--- src/rtl/mem_responder.sv ---
// Single-port word memory that answers one read or write request at a time
// after a fixed LATENCY, flagging misaligned, out-of-range and conflicting requests.
module mem_responder #(
    parameter int unsigned DEPTH   = 64,
    parameter int unsigned LATENCY = 3
) (
    input  logic        clk,
    input  logic        reset,
    input  logic        req,
    input  logic        MemRead,
    input  logic        MemWrite,
    input  logic [31:0] addr,
    input  logic [31:0] writedata,
    output logic [31:0] readdata,
    output logic        ready,
    output logic        busy,
    output logic        err
);

    localparam int unsigned AW    = $clog2(DEPTH);
    localparam int unsigned CNT_W = 4;

    typedef enum logic [1:0] {
        IDLE = 2'd0,
        WAIT = 2'd1,
        RESP = 2'd2
    } state_t;

    state_t             state_q, state_d;
    logic [CNT_W-1:0]   cnt_q, cnt_d;
    logic [31:0]        addr_q, addr_d;
    logic [31:0]        wdata_q, wdata_d;
    logic               rd_q, rd_d;
    logic               wr_q, wr_d;
    logic [31:0]        readdata_q, readdata_d;
    logic               ready_q, ready_d;
    logic               busy_q, busy_d;
    logic               err_q, err_d;
    logic               err_c;
    logic               we_c;

    logic [31:0]        mem_q [DEPTH];

    // Next-state, request capture and registered response outputs
    always_comb begin
        state_d    = state_q;
        cnt_d      = cnt_q;
        addr_d     = addr_q;
        wdata_d    = wdata_q;
        rd_d       = rd_q;
        wr_d       = wr_q;
        readdata_d = '0;
        ready_d    = 1'b0;
        busy_d     = 1'b0;
        err_d      = 1'b0;
        err_c      = 1'b0;
        we_c       = 1'b0;

        case (state_q)
            IDLE: begin
                if (req && (MemRead || MemWrite)) begin
                    addr_d  = addr;
                    wdata_d = writedata;
                    rd_d    = MemRead;
                    wr_d    = MemWrite;
                    if (LATENCY == 1) begin
                        state_d = RESP;
                    end else begin
                        state_d = WAIT;
                        cnt_d   = CNT_W'(LATENCY - 1);
                    end
                end
            end
            WAIT: begin
                cnt_d = cnt_q - CNT_W'(1);
                if (cnt_q == CNT_W'(1)) begin
                    state_d = RESP;
                end
            end
            RESP: begin
                state_d = IDLE;
            end
            default: begin
                state_d = IDLE;
            end
        endcase

        // Outputs are computed from the post-edge view so they line up with state_q
        err_c   = (addr_d[1:0] != 2'b00) || (addr_d[31:2] >= 30'(DEPTH)) || (rd_d && wr_d);
        ready_d = (state_d == RESP);
        busy_d  = (state_d != IDLE);
        err_d   = ready_d && err_c;
        if (ready_d && rd_d && !err_c) begin
            readdata_d = mem_q[addr_d[AW+1:2]];
        end

        we_c = (state_q == RESP) && wr_q && !err_q;
    end

    always_ff @(posedge clk) begin
        if (reset) begin
            state_q    <= IDLE;
            cnt_q      <= '0;
            addr_q     <= '0;
            wdata_q    <= '0;
            rd_q       <= 1'b0;
            wr_q       <= 1'b0;
            readdata_q <= '0;
            ready_q    <= 1'b0;
            busy_q     <= 1'b0;
            err_q      <= 1'b0;
        end else begin
            state_q    <= state_d;
            cnt_q      <= cnt_d;
            addr_q     <= addr_d;
            wdata_q    <= wdata_d;
            rd_q       <= rd_d;
            wr_q       <= wr_d;
            readdata_q <= readdata_d;
            ready_q    <= ready_d;
            busy_q     <= busy_d;
            err_q      <= err_d;
        end
    end

    // Storage is never cleared; writes commit at the edge closing RESP
    always_ff @(posedge clk) begin
        if (!reset && we_c) begin
            mem_q[addr_q[AW+1:2]] <= wdata_q;
        end
    end

    assign readdata = readdata_q;
    assign ready    = ready_q;
    assign busy     = busy_q;
    assign err      = err_q;

endmodule

--- config.mk ---
export PLATFORM = sky130hd
export DESIGN_NAME = mem_responder
export DESIGN_NICKNAME = d
export VERILOG_FILES = /design/src/rtl/mem_responder.sv
export SDC_FILE = /design/constraint.sdc
export NUM_CORES = 2
export LEC_CHECK = 0
export BUFFER_PORTS_ARGS = -buffer_cell sky130_fd_sc_hd__buf_2
export CAP_MARGIN = 10
export CORE_MARGIN = 2
export CORE_UTILIZATION = 47
export DETAILED_ROUTE_END_ITERATION = 10
export SETUP_SLACK_MARGIN = 0.05
export SKIP_CTS_REPAIR_TIMING = 1
export SYNTH_ARGS = -nofsm -noshare
export SYNTH_HDL_FRONTEND = slang
export SYNTH_SLANG_ARGS = --single-unit
--- constraint.sdc ---
create_clock -name clk -period 8.45 [get_ports clk]
set_input_delay 1.2675 -clock clk [delete_from_list [all_inputs] [get_ports clk]]
set_output_delay 1.2675 -clock clk [all_outputs]
set_load 0.03 [all_outputs]
==> reports/metrics.yaml <==
floorplanning:
  num_rows: 153
  core_area_um2: 174000
  io_pins: 104
  start_util: 0.473
  fp.dieArea_um2: 179000
  die_w_um: 423
  die_h_um: 423
detailed_routing:
  antenna_left: 0
  drc: 0
  vias: 48100
  post_drt_via_cell_ratio: 6.11
  first_pass_iters: 8
  drt_iter0_markers: 6517
  drt_wl_total_mm: 242
  wire_per_inst_um: 30.7
logic_synthesis:
  yosysUniqueCellTypes: 66
  synth_fa_ha_area_frac: 0.000303
  synth_xor_area_frac: 0
  synthMuxAreaShare: 0.0701
  syn_inst: 5166
  synth_flop_cell: "edfxtp_1"
  synth_compound_area_frac: 0.0597
  netlist_area_um2: 82500
  synth-seq-cells: 2155
  yosysWarnings: 0
  synth.avg_cell_area_um2: 16.0
  synth_nets: 5237
  synth_top_family_by_area: "simple AND/OR/NAND/NOR gates"
  synth-simple-area-share: 0.0785
  synth_edf_count: 2048
  yosysSeqAreaShare: 0.772
  ys_async_sr_fraction: 0
place:
  dp_hpwl_mm: 138
  place_inst: 7484
  gp_congestion: 0.871
  portBuffers: 103
layout:
  layoutNonFillerInstCount: 7865
  final_nets: 5437
  drive_above_1_share: 0.151
  area_growth_syn_to_layout_pct: 12.8
  final_common_cell: "edfxtp_1"
  final_cell_mix: "edfxtp_1, nand2_1, a21oi_1"
pwr:
  ir_drop_mv: 0.184
  leakagePower_nw: 31.9
  p_per_area_nw_per_um2: 240
global_routing:
  grt_pass1_vias: 45600
  grt_use_total: 0.268
  antenna_found_initial: 18
  grt_max_degree: 136
  grt_pass1_wl_mm: 340
  grt_overflow: 0
clock_network:
  clkTransAtPathRegs_ns: 0.07
  cts-root-buf: "clkbuf_16"
  clockBufferDepth: 3
  cts_buffers: 204
  tritoncts: "yes"
  htreeDepth: 4
  clkSinkCount: 2155
  clk_latency_ns: 0.87
run_status:
  outcome: "complete, no violations"
critical_path:
  crit_top_cell: "buf_4"
  r2r_end: "readdata[7]$_SDFF_PP0_"
  reg2regPathDepth: 10
  worst-path-buf-inv: 2
  path_cells: "or3_1 -> a211oi_1 -> or2_1 -> buf_4 -> nand2_1 -> buf_4 -> a21oi_1 -> nor4_1 -> and3_1 -> o32ai_1"
  r2r_slack_ns: 3.22
  arrival_ns: 5.96
  r2r_start: "addr_q[5]$_SDFF_PP0_"
  cp-start-kind: "flop"
  crit_slowest_cell: "nor4_1"
  critical_path_class: "flop to flop"
  cp_slowest_stage_delay_ns: 0.87
  required_ns: 9.17
  path_max_fanout: 20
  critical-path-top-delay-family: "simple AND/OR/NAND/NOR gates"
  end_kind: "flop"
sta:
  skew_ns: 0.0349
  fin_setup_tns_ns: 0
  worst_pin_slew_ns: 1.24
  max_slew_margin: 0.169
  final.period_utilization: 0.619
  slew_viol_final: 0
  rsz0062_at_grt: "no"
  hold_violations: 0
  setup_viol: 0
  fmax_mhz: 191
  period_needed_ns: 5.23
hold_path:
  min_to: "wdata_q[31]$_SDFFE_PP0P_"
  min_path_cells: 2
  holdCritStartpoint: "wdata_q[31]$_SDFFE_PP0P_"
  hold_class: "flop to flop"
run:
  maxCapViolCount: 0
-- registers in the layout, summed over array words and instances (netlist names), 2 cells and up --
signal	cells
cnt_q	4
state_q	2
readdata	32
wdata_q	32
addr_q	32
mem_q	2048
-- final cells by class --
type,instances,area (µm²)
fill,13900,81200
sequential,2155,63700
multi-input combinational,2703,17900
clock buffer,287,5610
tap,2325,2910
timing repair buffer,294,2070
clock inverter,87,797
inverter,8,30.0
antenna,6,15.0
-- worst reg2reg max path: stages (launching register included) --
cell and delay [ns]:
dfxtp_1 0.81, or3_1 0.87, a211oi_1 0.20, or2_1 0.27, buf_4 0.26, nand2_1 0.69
buf_4 0.34, a21oi_1 0.06, nor4_1 0.87, and3_1 0.56, o32ai_1 0.17
-- through the flow --
stage / worst slack [ns] / utilization / hold WS [ns] / instance area (µm²) / total power [W]
2_1_floorplan: 4.45 / - / 0.431 / 82500 / 0.0129
3_3_place_gp: 1.64 / 0.497 / 0.439 / 86500 / 0.0136
3_5_place_dp: 2.46 / 0.497 / 0.444 / 86600 / 0.0137
4_1_cts: 3.36 / 0.534 / 0.454 / 93000 / 0.0224
5_1_grt: 3.20 / 0.534 / 0.470 / 93000 / 0.0229
6_report: 3.22 / 0.534 / 0.453 / 93000 / 0.0223
-- synthesized netlist by cell type, drive strengths merged (3+ instances only) --
cell     count  area, µm²
a22o        20        175
o2bb2ai      3       26.3
nor2b        3       18.8
nand3      169        846
or3          5       31.3
dfxtp      107       2140
nand2     1070       4020
inv          8       30.0
a21oi      330       1650
nor4        60        375
edfxtp    2048      61500
a2111oi     50        438
mux4       129       2910
a32oi       35        307
a41o         3       30.0
o21a         3       23.8
o22ai       72        450
o31ai        6       50.1
a211oi      20        150
or4          6       45.0
and2        15       93.8
a32o        15        150
o21ai       25        129
a31oi       57        387
a221oi      42        368
nand3b       3       22.5
o41ai        3       26.3
nor2        99        384
clkbuf     140        526
and3        14       87.6
nand4       54        338
buf        160       1070
a21o         3       22.5
a22oi       25        188
a41oi        3       33.8
mux2i      285       2850
nor3        18       95.1
nand2b       8       50.1
or2          5       31.3
a211o       18        158
o32ai       14        123
-- worst max path at each step --
stage                         start                      end  slack (ns)  cells after the start
2_1_floorplan                 reset   mem_q[30][0]$_DFFE_PP_        4.45                      5
3_3_place_gp                MemRead  readdata[16]$_SDFF_PP0_        1.64                     11
3_5_place_dp                MemRead  readdata[13]$_SDFF_PP0_        2.46                     11
4_1_cts                     MemRead  readdata[13]$_SDFF_PP0_        3.36                     11
5_1_grt        addr_q[5]$_SDFF_PP0_   readdata[7]$_SDFF_PP0_        3.20                     10
6_report       addr_q[5]$_SDFF_PP0_   readdata[7]$_SDFF_PP0_        3.22                     10
-- layer usage --
metal | global-route usage | up-vias | share of wire
li1 | - | 20400 | -
met1 | 0.392 | 24700 | 0.41
met2 | 0.393 | 2625 | 0.44
met3 | 0.0701 | 307 | 0.12
met4 | 0.0847 | 8 | 0.030
met5 | 0 | - | 0.00019
-- where the power goes --
| part | leakage (nW) | internal, W | switching, W |
|---|---|---|---|
| sequential | 20.2 | 0.0117 | 0.0000733 |
| combinational | 8.60 | 0.000451 | 0.00121 |
| clock | 3.12 | 0.00496 | 0.00389 |
-- cell families after synthesis --
group / after synthesis
fa+ha+maj: 2
buf+inv: 308
mux: 416
flops: 2155
simple gates: 1533
compound gates: 752
(Power assumes the default switching activity.)
